==> src/rtl/tqvp_vga_sync_gen.sv <==
// XGA raster timing generator: free-running pixel/line counters with sync, blank,
// per-line retrace strobe and a sticky hblank/vblank interrupt flag.
module tqvp_vga_sync_gen #(
  parameter int unsigned H_VISIBLE = 1024,
  parameter int unsigned H_NARROW  = 960,
  parameter int unsigned H_FRONT   = 24,
  parameter int unsigned H_SYNC    = 136,
  parameter int unsigned H_BACK    = 160,
  parameter int unsigned V_VISIBLE = 768,
  parameter int unsigned V_FRONT   = 3,
  parameter int unsigned V_SYNC    = 6,
  parameter int unsigned V_BACK    = 29,
  parameter bit          SYNC_POL  = 1'b0
) (
  input  logic        clk,
  input  logic        rst,
  input  logic        cli,
  input  logic        enable_interrupt_on_hblank,
  input  logic        enable_interrupt_on_vblank,
  input  logic        narrow_960,
  output logic [10:0] x,
  output logic [9:0]  y,
  output logic        hsync,
  output logic        vsync,
  output logic        retrace,
  output logic        blank,
  output logic        interrupt
);

  localparam int unsigned H_TOTAL = H_VISIBLE + H_FRONT + H_SYNC + H_BACK;
  localparam int unsigned V_TOTAL = V_VISIBLE + V_FRONT + V_SYNC + V_BACK;

  localparam logic [10:0] H_LAST       = 11'(H_TOTAL - 1);
  localparam logic [10:0] H_WIDE_W     = 11'(H_VISIBLE);
  localparam logic [10:0] H_NARROW_W   = 11'(H_NARROW);
  localparam logic [10:0] H_SYNC_START = 11'(H_VISIBLE + H_FRONT);
  localparam logic [10:0] H_SYNC_END   = 11'(H_VISIBLE + H_FRONT + H_SYNC);
  localparam logic [9:0]  V_LAST       = 10'(V_TOTAL - 1);
  localparam logic [9:0]  V_VIS_H      = 10'(V_VISIBLE);
  localparam logic [9:0]  V_SYNC_START = 10'(V_VISIBLE + V_FRONT);
  localparam logic [9:0]  V_SYNC_END   = 10'(V_VISIBLE + V_FRONT + V_SYNC);

  logic [10:0] xCnt_q, xCnt_d;
  logic [9:0]  yCnt_q, yCnt_d;
  logic        irq_q, irq_d;
  logic [10:0] hWidth;
  logic        xWrap;
  logic        setH;
  logic        setV;

  // Visible width follows narrow_960 live, so the blank edge and hblank interrupt move with it.
  always_comb begin
    xWrap  = (xCnt_q == H_LAST);
    xCnt_d = xWrap ? 11'd0 : xCnt_q + 11'd1;
    yCnt_d = yCnt_q;
    if (xWrap) begin
      yCnt_d = (yCnt_q == V_LAST) ? 10'd0 : yCnt_q + 10'd1;
    end
    hWidth = narrow_960 ? H_NARROW_W : H_WIDE_W;
    setH   = enable_interrupt_on_hblank && (xCnt_q == hWidth) && (yCnt_q < V_VIS_H);
    setV   = enable_interrupt_on_vblank && (xCnt_q == 11'd0) && (yCnt_q == V_VIS_H);
    irq_d  = irq_q;
    if (setH || setV) begin
      irq_d = 1'b1;
    end else if (cli) begin
      irq_d = 1'b0;
    end
  end

  always_ff @(posedge clk) begin
    if (rst) begin
      xCnt_q <= 11'd0;
      yCnt_q <= 10'd0;
      irq_q  <= 1'b0;
    end else begin
      xCnt_q <= xCnt_d;
      yCnt_q <= yCnt_d;
      irq_q  <= irq_d;
    end
  end

  // Decodes are unregistered; the downstream colour stage registers them for the pins.
  assign x         = xCnt_q;
  assign y         = yCnt_q;
  assign hsync     = ((xCnt_q >= H_SYNC_START) && (xCnt_q < H_SYNC_END)) ? SYNC_POL : ~SYNC_POL;
  assign vsync     = ((yCnt_q >= V_SYNC_START) && (yCnt_q < V_SYNC_END)) ? SYNC_POL : ~SYNC_POL;
  assign retrace   = (xCnt_q == H_SYNC_START);
  assign blank     = (xCnt_q >= hWidth) || (yCnt_q >= V_VIS_H);
  assign interrupt = irq_q;

endmodule
==> config.mk <==
export PLATFORM = sky130hd
export DESIGN_NAME = tqvp_vga_sync_gen
export DESIGN_NICKNAME = d
export VERILOG_FILES = /design/src/rtl/tqvp_vga_sync_gen.sv
export SDC_FILE = /design/constraint.sdc
export NUM_CORES = 1
export LEC_CHECK = 0
export ABC_CLOCK_PERIOD_IN_PS = 2300
export BUFFER_PORTS_ARGS = -buffer_cell sky130_fd_sc_hd__buf_4
export CAP_MARGIN = 10
export CORE_UTILIZATION = 35
export CTS_CLUSTER_SIZE = 25
export DETAILED_ROUTE_END_ITERATION = 7
export GPL_ROUTABILITY_DRIVEN = 0
export PLACE_DENSITY = 0.54
export SLEW_MARGIN = 40
export SYNTH_ARGS = -nofsm -noshare
export SYNTH_HDL_FRONTEND = slang
export SYNTH_SLANG_ARGS = --single-unit
export TNS_END_PERCENT = 30
==> constraint.sdc <==
create_clock -name clk -period 2.3 [get_ports clk]
set_input_delay 0.46 -clock clk [delete_from_list [all_inputs] [get_ports clk]]
set_output_delay 0.46 -clock clk [all_outputs]
set_load 0.1 [all_outputs]
==> results.md, run 1 <==
Clock network:
- The CTS tree is yes.
- The root buffer cell is clkbuf_8.
- Clock tree synthesis found a total of 22 sinks.
- Counting the buffers created by CTS gives 3.
- The clock passes through at most 2 buffers.
- In this run the number of H-tree levels came out at 1.
- For the worst-skew pair, the clock arrives at the later sink with an insertion delay of between 0.2 and 0.3 ns.
- The clock-pin slew of the registers on the worst-case setup and hold paths is ~0.080 ns.

Power:
- The worst-case IR drop observed on VDD is around 0.3 mV.
- The overall power of the completed layout is ~860 µW.
- In this run the static leakage power is about 0.75 nW.
- The power density over cell area is around 470 nW/µm².

Cells and area:
- The filler cells instantiated in the layout total between 300 and 400.
- Relative to the synthesized area, the layout overhead comes to 36.7%.
- The number of antenna repair diodes is 0.
- In the final design database the tool counted between 200 and 250 nets.
- The layout cell share with drive strength beyond 1 is a little under two fifths.

Yosys:
- For this run, the register share of the synthesized area comes to around a third.
- The count of flip-flops with a built-in enable after synthesis is 0.
- The total standard cell area after synthesis is roughly 1300 µm².
- The average size of a mapped cell is 8.35 µm².
- For this run, asynchronously set or reset flops after synthesis account for 0%.
- The synthesized netlist contains 41 unique library cells.
- The number of cells produced by synthesis is 161.
- The number of warnings printed during yosys synthesis is 0.
- The number of nets in the synthesized netlist is around 180.
- For this run, the leading register cell type out of synthesis is dfxtp_1.
- The number of flip-flops and latches in the synthesized netlist is 22.

Floorplanning:
- The initial cell density of the core is 36.7%.
- The area of the die is between 4000 and 5000 µm².
- The region available for standard cell placement spans roughly 3700 µm².
- For this design the top-level I/O count stands at 32.
- The site row count is 22.
- The floorplan step set the die height to ~64 µm.
- The die is between 60 and 70 µm wide.

Global routing:
- The first global-routing pass estimated around 6000 µm of wire.
- The total overflow left after global routing is 0.
- The via count of the first global-routing pass is 1238.
- In the global route stage, overall resource usage came out at approximately a fifth.
- The initial antenna violation count is 0.
- The maximum number of pins on one net before global-route repair is 14.

Detailed routing:
- Dividing the detail-routed wire length by the instance count gives approximately 14 µm.
- Wires add up to 3530 µm.
- The detailed router finished its first iteration with 44 violations.
- Across all layers, the routed design uses about 1300 vias.
- The first TritonRoute pass finished after 4 iterations.
- The count of unresolved DRC violations after routing is 0.
- The average vias per placed instance is 5.29.
- The post-route antenna net violation count is 0.

Timing:
- Setup slack closes at roughly 0.030 ns.
- The total of endpoints with negative setup slack in the final report is 0.
- The top achievable clock speed is about 440 MHz.
- Dividing the final minimum period by the clock period gives a little over nine tenths.
- The actual transition at the worst max-transition pin is ~0.51 ns.
- The shortest period the worst path allows is between 2 and 2.5 ns.
- Hold is met by 0.440 ns.
- The worst pin sits at a relative slew slack of 65.7%.
- The final max-slew violation count is 0.
- The count of final hold-check violations is 0.
- Setup repair after global routing could not meet its margin everywhere.
- The post-route clock skew is around 0.0031 ns.

Worst setup path:
- The category of the worst setup path launch point is a register.
- The arrival time reported for the critical path endpoint is approximately 1.8 ns.
- The required time at the endpoint of the critical path is 1.84 ns.
- By startpoint and endpoint, the worst setup path is classified as register to output pin.
- The critical-path maximum fanout is 2.
- The worst setup path is captured at an output pin.

Place:
- OpenSTA, run right after detailed placement, puts the worst setup slack at 0.0538 ns.
- Port buffering added 31 buffers.
- The post-DP HPWL is approximately 2500 µm.

Flow run:
- The max-cap check violation count is 0.

Status:
- The flow ran to the end, and the final reports show no timing, DRC or antenna violations.

Hold path:
- The path class of the lowest-slack min-delay path is primary input to register.
## worst paths after layout
check	start	end	slack (ns)	depth (start not counted)
max	x[1]	blank	0.03	6
min	rst	y[0]	0.44	2
max reg2reg	x[0]	y[8]	0.11	6
min reg2reg	y[1]	y[1]	0.50	2
## registers in the layout, summed over array words and instances, names as in the netlist
register	cells
x	11
y	10
interrupt	1
## timing repair
item	4_1_cts	5_1_grt
hold buffers	0	0
setup buffers	3	2
pin swaps	3	4
setup endpoints to repair	1	2
resized for setup	8	1
## cell families after synthesis
kind of cell	synth area share, %
mux	1.49
flops	32.8
buf+inv	5.59
simple gates	33.2
fa+ha+maj	10.2
compound gates	10.8
xor+xnor	5.87
## stage by stage
| step | instance area (µm²) | setup TNS (ns) | std cells | utilization, % |
|---|---|---|---|---|
| after floorplan | 1420 | -0.477 | 161 | - |
| after global placement | 1680 | 0 | 235 | 45.9 |
| after detailed placement | 1680 | 0 | 235 | 45.9 |
| after CTS | 1820 | -0.0625 | 242 | 49.7 |
| after global routing | 1840 | -0.0666 | 244 | 50.2 |
| final | 1840 | 0 | 244 | 50.2 |
## cell usage in the layout, fill, tap and decap left out, drive strengths merged, types with 3 or more instances in the layout
| master | netlist | routed |
|---|---|---|
| nand3 | 6 | 6 |
| ha | 11 | 11 |
| xnor2 | 4 | 4 |
| o21ai | 5 | 5 |
| buf | 3 | 38 |
| xor2 | 5 | 5 |
| nand2 | 9 | 9 |
| and4 | 3 | 3 |
| nor4 | 7 | 7 |
| or4 | 6 | 6 |
| inv | 12 | 12 |
| a21oi | 10 | 10 |
| dfxtp | 22 | 22 |
| clkbuf | 4 | 3 |
| and3 | 4 | 4 |
| nand4 | 10 | 10 |
| nor2 | 15 | 15 |
| o31ai | 3 | 3 |
## per-layer routing
| metal | vias up | routed length [µm] | global-route usage, % |
|---|---|---|---|
| li1 | 658 | - | - |
| met1 | 597 | 1760 | 26.7 |
| met2 | 31 | 1570 | 28.1 |
| met3 | 4 | 161 | 2.32 |
| met4 | 0 | 37 | 7.10 |
| met5 | - | 0 | 0 |
## worst max-delay path: stages, from the launching register on
cell and delay (ns):
dfxtp_4 0.35, inv_2 0.06, ha_4 0.12, or4b_4 0.49, nor4_4 0.18, a211o_2 0.17, buf_12 0.17
## cell usage after synthesis, types with 3 or more instances
master    instances  area (µm²)
a21oi_1          10        50.1
and3_1            4        25.0
and4_1            3        26.3
buf_2             3        15.0
clkbuf_1          4        15.0
dfxtp_1          22         440
ha_1             11         138
inv_1            11        41.3
nand2_1           9        33.8
nand3_1           6        30.0
nand4_1           9        56.3
nor2_1           15        56.3
nor4_1            6        37.5
o21ai_0           4        20.0
o31ai_1           3        22.5
or4_1             5        37.5
xnor2_1           4        35.0
xor2_1            5        43.8
## cell type report
class | instances | area (µm²) | area share, %
inverters | 12 | 47.5 | 2.59
clock inverters | 1 | 30.0 | 1.63
multi-input cells | 120 | 878 | 47.8
clock buffers | 3 | 41.3 | 2.25
repair buffers | 38 | 298 | 16.2
well taps | 48 | 60.1 | 3.27
flip-flops and latches | 22 | 482 | 26.2
## power by group
part | internal (mW) | switching (mW) | total, mW
Combinational | 0.0383 | 0.0724 | 0.111
Clock | 0.233 | 0.131 | 0.363
Sequential | 0.378 | 0.00353 | 0.382
No activity file was read; power rests on OpenSTA's default activity.
==> run 2: changes to the inputs <==
--- a/config.mk
+++ b/config.mk
@@ -5,14 +5,15 @@
 export SDC_FILE = /design/constraint.sdc
 export NUM_CORES = 1
 export LEC_CHECK = 0
-export ABC_CLOCK_PERIOD_IN_PS = 2300
+export ABC_CLOCK_PERIOD_IN_PS = 1900
 export BUFFER_PORTS_ARGS = -buffer_cell sky130_fd_sc_hd__buf_4
 export CAP_MARGIN = 10
-export CORE_UTILIZATION = 35
+export CORE_UTILIZATION = 47
 export CTS_CLUSTER_SIZE = 25
 export DETAILED_ROUTE_END_ITERATION = 7
 export GPL_ROUTABILITY_DRIVEN = 0
-export PLACE_DENSITY = 0.54
+export PLACE_DENSITY = 0.72
+export SKIP_CTS_REPAIR_TIMING = 1
 export SLEW_MARGIN = 40
 export SYNTH_ARGS = -nofsm -noshare
 export SYNTH_HDL_FRONTEND = slang
==> constraint.sdc (replaced) <==
create_clock -name clk -period 1.9 [get_ports clk]
set_input_delay 0.38 -clock clk [delete_from_list [all_inputs] [get_ports clk]]
set_output_delay 0.38 -clock clk [all_outputs]
set_load 0.1 [all_outputs]
==> run 2 against run 1 <==
  * The flow now finishes with violations (setup timing)
  * Clock skew rose by 0.0040 ns
  * Routed wire length increased by 9.3%
  * Sequential share of layout area is 2.3 points lower
  * Critical endpoint unchanged
  * Largest cell class unchanged
  * Largest power group unchanged
  * Highest routed layer unchanged
==> results.md, run 2 (synthesis gave the netlist of run 1 again) <==
Clock network:
- The source-to-sink clock delay at the later pin of the worst-skew pair is 0.31 ns (+0.05 ns).
- The clock sink count came to 22 (unchanged).
- The clock-pin slew of the registers on the worst-case setup and hold paths is 0.13 ns (+0.05 ns).
- The CTS buffer count is 3 (unchanged).
- CTS placed an instance of clkbuf_4 at the clock tree root.
- TritonCTS built the clock tree.
- The buffer levels on the longest clock path is 2 (unchanged).
- The H-tree level count is 1 (unchanged).

Power:
- The maximum ir drop on the vdd rail is 0.401 mV (+34%).
- The power density over cell area is 413 nW/µm² (-11%).
- The standby leakage power is 0.838 nW (+12%).

Timing:
- The total of endpoints with negative setup slack in the final report is 6 (+6).
- The top achievable clock speed is between 400 and 500 MHz.
- The worst slew slack as a fraction of its limit was 78.4% (+13 points).
- The post-route clock skew is 0.00709 ns (+0.00395 ns).
- Of the available clock period, the critical path in the final layout requires 119%.
- The worst hold slack after final layout came to 0.310 ns (-0.131 ns).
- Setup repair after global routing could not meet its margin everywhere.
- The count of final hold-check violations is 0 (unchanged).
- The actual transition at the worst max-transition pin is 0.324 ns (-0.187 ns).
- The minimum setup slack in the final design came to -0.352 ns (-0.382 ns).
- The smallest clock period supported by the final layout is computed as ~2.3 ns.
- The final max-slew violation count was 0 (unchanged).

Cells and area:
- The net count of the finished layout is 232 (+8.4%).
- The filler cell count in the final layout is 200 (-44%).
- The layout cell share with drive strength beyond 1 is 47.2% (+10 points).
- Leaving out fill and tap cells, the most frequent cell in the layout is buf_4.
- In the layout the commonest cells are buf_4 (46), nor2_1 (15).
- The number of antenna repair diodes is 0 (unchanged).
- The layout overhead on the synthesized area is 50.7%.
- The final instance count without filler cells is 245 (+0.41%).
- The number of flip-flops under the largest register name is 11 (unchanged).
- The utilization after layout is 74.1% (+24 points).

Worst setup path:
- The required time at the endpoint of the critical path is 1.52 ns (-0.32 ns).
- Following the worst setup path forward leads to its endpoint at blank.
- The critical path is of the register to output pin type.
- The critical-path maximum fanout is 2 (unchanged).
- The instance count on the critical path is 6 (unchanged).
- The arrival time reported for the critical path endpoint came to 1.87 ns (+0.06 ns).
- The register-to-register setup slack came to -0.04 ns (-0.15 ns).
- The critical register-to-register path endpoint is y[4].
- The category of the worst setup path launch point is a register.
- The depth of the most critical reg-to-reg path is 6 (unchanged).
- The number of buffer and inverter stages on the critical path is 2 (unchanged).
- The delay of the slowest critical-path stage is 0.49 ns (about the same).
- The worst setup path startpoint is x[1].
- The signal on the critical path passes through inv_4 -> ha_4 -> or4b_4 -> nor4_4 -> a211o_2 -> buf_12.
- The cell with the largest stage delay on the worst path is or4b_4.
- The family with the most delay on the worst path is simple AND/OR/NAND/NOR gates.
- The worst flop-to-flop path startpoint is x[1].
- The worst setup path is captured at an output pin.

Floorplanning:
- The horizontal die dimension came to 55.5 µm (-13%).
- The vertical die dimension was 55.5 µm (-13%).
- The number of top-level pins is 32 (unchanged).
- The initial cell density of the core is 49.2% (+12 points).
- The floorplan core area is 2730 µm² (-25%).
- The site row count is 19 (-14%).
- The area of the die is 3080 µm² (-25%).

Global routing:
- The wire length of the first global-routing pass is 5790 µm (-2.9%).
- The maximum number of pins on one net before global-route repair is 13 (-1).
- The initial antenna violation count is 0 (unchanged).
- The via count of the first global-routing pass is 1305 (+5.4%).
- The aggregate global routing overflow came to 0 (unchanged).
- The global-route usage over all layers is 23.4% (+4.8 points).

Status:
- The run finished, with violations left.
- The checks that failed: setup timing.

Detailed routing:
- The wire length per cell came to 15.7 µm (+8.8%).
- The post-route antenna net violation count is 0 (unchanged).
- The total wire length came to 3860 µm (+9.3%).
- The number of optimization iterations in the first detailed-route pass is 4 (unchanged).
- The detailed-route via count is 1423 (+10%).
- The average vias per placed instance is 5.81 (+9.9%).
- The violation count after the first detailed-routing iteration is 45 (+2.3%).
- The count of unresolved DRC violations after routing is 0 (unchanged).

Place:
- The total placed cells including tap cells was 236 (+0.43%).
- The pre-CTS setup slack is -0.263 ns (-0.317 ns).
- The post-DP HPWL is 2700 µm (+9.8%).
- The number of buffers added on ports is 31 (unchanged).

Hold path:
- In this run the worst hold path is classified as primary input to register.

Flow run:
- The max-cap check violation count is 0 (unchanged).
[run 2: cell types whose count changed in the layout (fill, tap and decap cells not counted), moves of 2 or more]
| cell | delta |
|---|---|
| buf_4 | +9 |
| buf_6 | +8 |
| clkbuf_4 | +3 |
| clkbuf_8 | -3 |
| or4_1 | -3 |
| or4_4 | +3 |
| a21oi_1 | -2 |
| a21oi_2 | +2 |
| o31ai_1 | -2 |
[run 2: cell type report]
class                   count  area (µm²)  area share (%)
clock buffers               4        26.3            1.30
inverters                  12        47.5            2.35
multi-input cells         120         957            47.3
flip-flops and latches     22         485            24.0
well taps                  31        38.8            1.91
repair buffers             56         470            23.2
[run 2: per-layer routing]
layer	up-vias	global-route usage, %	part of all wire (%)
li1	694	-	-
met1	676	32.3	46
met2	43	36.3	48
met3	10	2.81	3.9
met4	0	11.1	2.1
met5	-	0	0
[run 2: power breakdown]
part | switching [mW] | internal [mW] | total, mW
combinational | 0.0925 | 0.0546 | 0.147
clock | 0.146 | 0.0820 | 0.228
sequential | 0.00472 | 0.457 | 0.461
[run 2: through the flow]
step                      instance area, µm²  setup TNS (ns)  power (mW)
after global placement                  1800          -0.449       0.592
after global routing                    2030           -1.24       0.868
final                                   2030          -0.719       0.837
after detailed placement                1800          -0.626       0.597
after CTS                               1830           -1.90       0.823
after floorplan                         1420           -3.71       0.554
[run 2: worst min-delay path by stage]
| stage | start | endpoint | slack, ns | cells after the start |
|---|---|---|---|---|
| floorplan | enable_interrupt_on_hblank | interrupt | 0.58 | 2 |
| global placement | y[1] | y[1] | 0.48 | 2 |
| detailed placement | y[0] | y[0] | 0.49 | 2 |
| CTS | rst | x[2] | 0.30 | 2 |
| global route | rst | y[4] | 0.31 | 2 |
| finish | rst | y[4] | 0.31 | 2 |
==> run 3: changes to the inputs <==
--- a/config.mk
+++ b/config.mk
@@ -13,7 +13,6 @@
 export DETAILED_ROUTE_END_ITERATION = 7
 export GPL_ROUTABILITY_DRIVEN = 0
 export PLACE_DENSITY = 0.72
-export SKIP_CTS_REPAIR_TIMING = 1
 export SLEW_MARGIN = 40
 export SYNTH_ARGS = -nofsm -noshare
 export SYNTH_HDL_FRONTEND = slang
==> run 3 against run 2 <==
  * The run still ends with setup timing left
  * Power up 0.46%
  * Final area rose by 0.74%
  * Sequential power about the same
  * Sequential share of layout area is 0.18 points lower
  * Non-clock buffer count rose by 2
  * Final cell count rose by 0.82%
  * Critical endpoint unchanged
  * Largest power group unchanged
==> results.md, run 3 (synthesis gave the netlist of run 1 again) <==
Flow run:
- The max-cap check violation count is 0 (unchanged).

Worst setup path:
- The delay of the slowest critical-path stage is 0.49 ns (about the same).
- The worst setup path category is register to output pin.
- The critical-path maximum fanout is 2 (unchanged).
- The signal on the critical path passes through inv_4 -> ha_4 -> or4b_4 -> nor4_4 -> a211o_2 -> buf_12.
- The arrival time reported for the critical path endpoint was 1.88 ns (about the same).
- The required time at the endpoint of the critical path came to 1.52 ns (about the same).
- STA classifies the critical path endpoint as an output pin.
- The category of the worst setup path launch point is a register.
- On the critical path, the stage with the largest delay is an instance of or4b_4.

Detailed routing:
- The count of unresolved DRC violations after routing is 0 (unchanged).
- The wire length per cell came to 16.2 µm (+2.9%).
- The average vias per placed instance is 5.79 (-0.25%).
- The post-route antenna net violation count is 0 (unchanged).
- The number of optimization iterations in the first detailed-route pass is 4 (unchanged).
- The violation count after the first detailed-routing iteration is 58 (+29%).
- The detailed-route via count is 1431 (+0.56%).
- The total wire length is 4000 µm (+3.7%).

Status:
- The run finished, with violations left.
- The checks that failed: setup timing.

Cells and area:
- The register area was 485 µm² (unchanged).
- The multi-input combinational cell area is 961 µm² (+0.39%).
- The number of antenna repair diodes was 0 (unchanged).
- Leaving out fill and tap cells, the most frequent cells in the layout are buf_4 (49), nor2_1 (15), nand4_1 (9), dfxtp_4 (9), dfxtp_2 (9).
- The layout cell share with drive strength beyond 1 is 48.6% (+1.4 points).
- The net count of the finished layout is 234 (+0.86%).
- The number of flip-flops under the largest register name came to 11 (unchanged).
- Leaving out fill and tap cells, the most frequent cell in the layout is buf_4.
- From synthesis to final layout, the design area changed by 51.9%.
- The utilization after layout came to 74.6% (+0.55 points).
- The filler cell count in the final layout is 195 (-2.5%).

Timing:
- The total of endpoints with negative setup slack in the final report was 7 (+1).
- The shortest period the worst path allows is 2.26 ns (+0.00850 ns).
- The worst slew slack as a fraction of its limit was 76.6% (-1.8 points).
- The total negative setup slack is -0.695 ns (+0.0239 ns).
- The top achievable clock speed came to 442 MHz (-0.38%).
- The actual transition at the worst max-transition pin came to 0.350 ns (+0.0265 ns).
- The count of final hold-check violations was 0 (unchanged).
- The worst hold slack after final layout was 0.309 ns (-0.000971 ns).
- The post-route clock skew is 0.00852 ns (+0.00143 ns).
- The fraction of the cycle the final worst path needs is 119% (+0.45 points).
- Setup repair after global routing could not meet its margin everywhere.
- The minimum setup slack in the final design is -0.360 ns (-0.00850 ns).
- The final max-slew violation count is 0 (unchanged).

Floorplanning:
- The initial cell density of the core is 49.2% (unchanged).
- The floorplan core area is 2730 µm² (unchanged).
- The area of the die is 3080 µm² (unchanged).
- The vertical die dimension is 55.5 µm (unchanged).
- The site row count is 19 (unchanged).
- The horizontal die dimension was 55.5 µm (unchanged).
- The number of top-level pins was 32 (unchanged).

Power:
- The power density over cell area is 412 nW/µm² (-0.28%).
- The overall power of the completed layout came to 840 µW (+0.46%).
- The maximum ir drop on the vdd rail is 0.422 mV (+5.3%).
- The standby leakage power is 0.846 nW (+0.92%).

Global routing:
- The aggregate global routing overflow is 0 (unchanged).
- The wire length of the first global-routing pass was 6350 µm (+9.7%).
- The via count of the first global-routing pass is 1331 (+2.0%).
- The initial antenna violation count was 0 (unchanged).
- The maximum number of pins on one net before global-route repair came to 13 (unchanged).
- The global-route usage over all layers is 25.9% (+2.4 points).

Clock network:
- The H-tree level count came to 1 (unchanged).
- The source-to-sink clock delay at the later pin of the worst-skew pair is 0.31 ns (about the same).
- Hold repair after CTS inserted 0 buffers.
- The buffer levels on the longest clock path was 2 (unchanged).
- The clock sink count is 22 (unchanged).
- TritonCTS built the clock tree.
- The clock-pin slew of the registers on the worst-case setup and hold paths is 0.13 ns (about the same).
- The CTS buffer count is 3 (unchanged).
- The root buffer cell is clkbuf_4.

Hold path:
- The path class of the tightest hold or removal check is primary input to register.

Place:
- The post-DP HPWL is 2700 µm (unchanged).
- The pre-CTS setup slack was -0.263 ns (unchanged).
- The number of buffers added on ports was 31 (unchanged).
-- run 3: layout make-up --
type | instances | area share [%]
timing repair buffer | 58 | 23.6
multi-input combinational | 120 | 47.1
tap | 31 | 1.90
inverter | 12 | 2.33
sequential | 22 | 23.8
clock buffer | 4 | 1.29
-- run 3: final timing paths --
path	from	to	slack, ns	cells after the start
worst min-delay path	rst	y[4]	0.31	2
worst max register to register	x[7]	y[4]	-0.02	5
worst max-delay path	x[1]	blank	-0.36	6
worst min register to register	y[0]	y[0]	0.51	2
-- run 3: stage by stage --
stage,area (µm²),cells
3_3_place_gp,1800,236
3_5_place_dp,1800,236
5_1_grt,2040,247
4_1_cts,1950,243
2_1_floorplan,1420,161
6_report,2040,247
-- run 3: what timing repair did --
| action | 4_1_cts | 5_1_grt |
|---|---|---|
| buffers inserted | 3 | 5 |
| gates cloned | 0 | 0 |
| pin swaps | 13 | 6 |
| endpoints found under the setup margin | 16 | 17 |
| gates resized for setup | 21 | 13 |
-- run 3: report_power, final --
group / total [mW] / switching (mW) / internal [mW]
registers: 0.461 / 0.00456 / 0.457
clock network: 0.230 / 0.148 / 0.0821
logic: 0.149 / 0.0938 / 0.0549
-- run 3: critical path, delay by kind of cell (launching register included) --
kind / cells / cell delay [ns]
buf+inv: 2 / 0.22
compound gates: 1 / 0.17
fa+ha+maj: 1 / 0.12
flops: 1 / 0.38
simple gates: 2 / 0.67
-- run 3: routing by layer --
metal | share of wire (%) | vias up | track usage (%)
li1 | - | 694 | -
met1 | 45 | 681 | 34.1
met2 | 48 | 46 | 42.0
met3 | 4.4 | 10 | 3.04
met4 | 2.6 | 0 | 12.1
met5 | 0 | - | 0
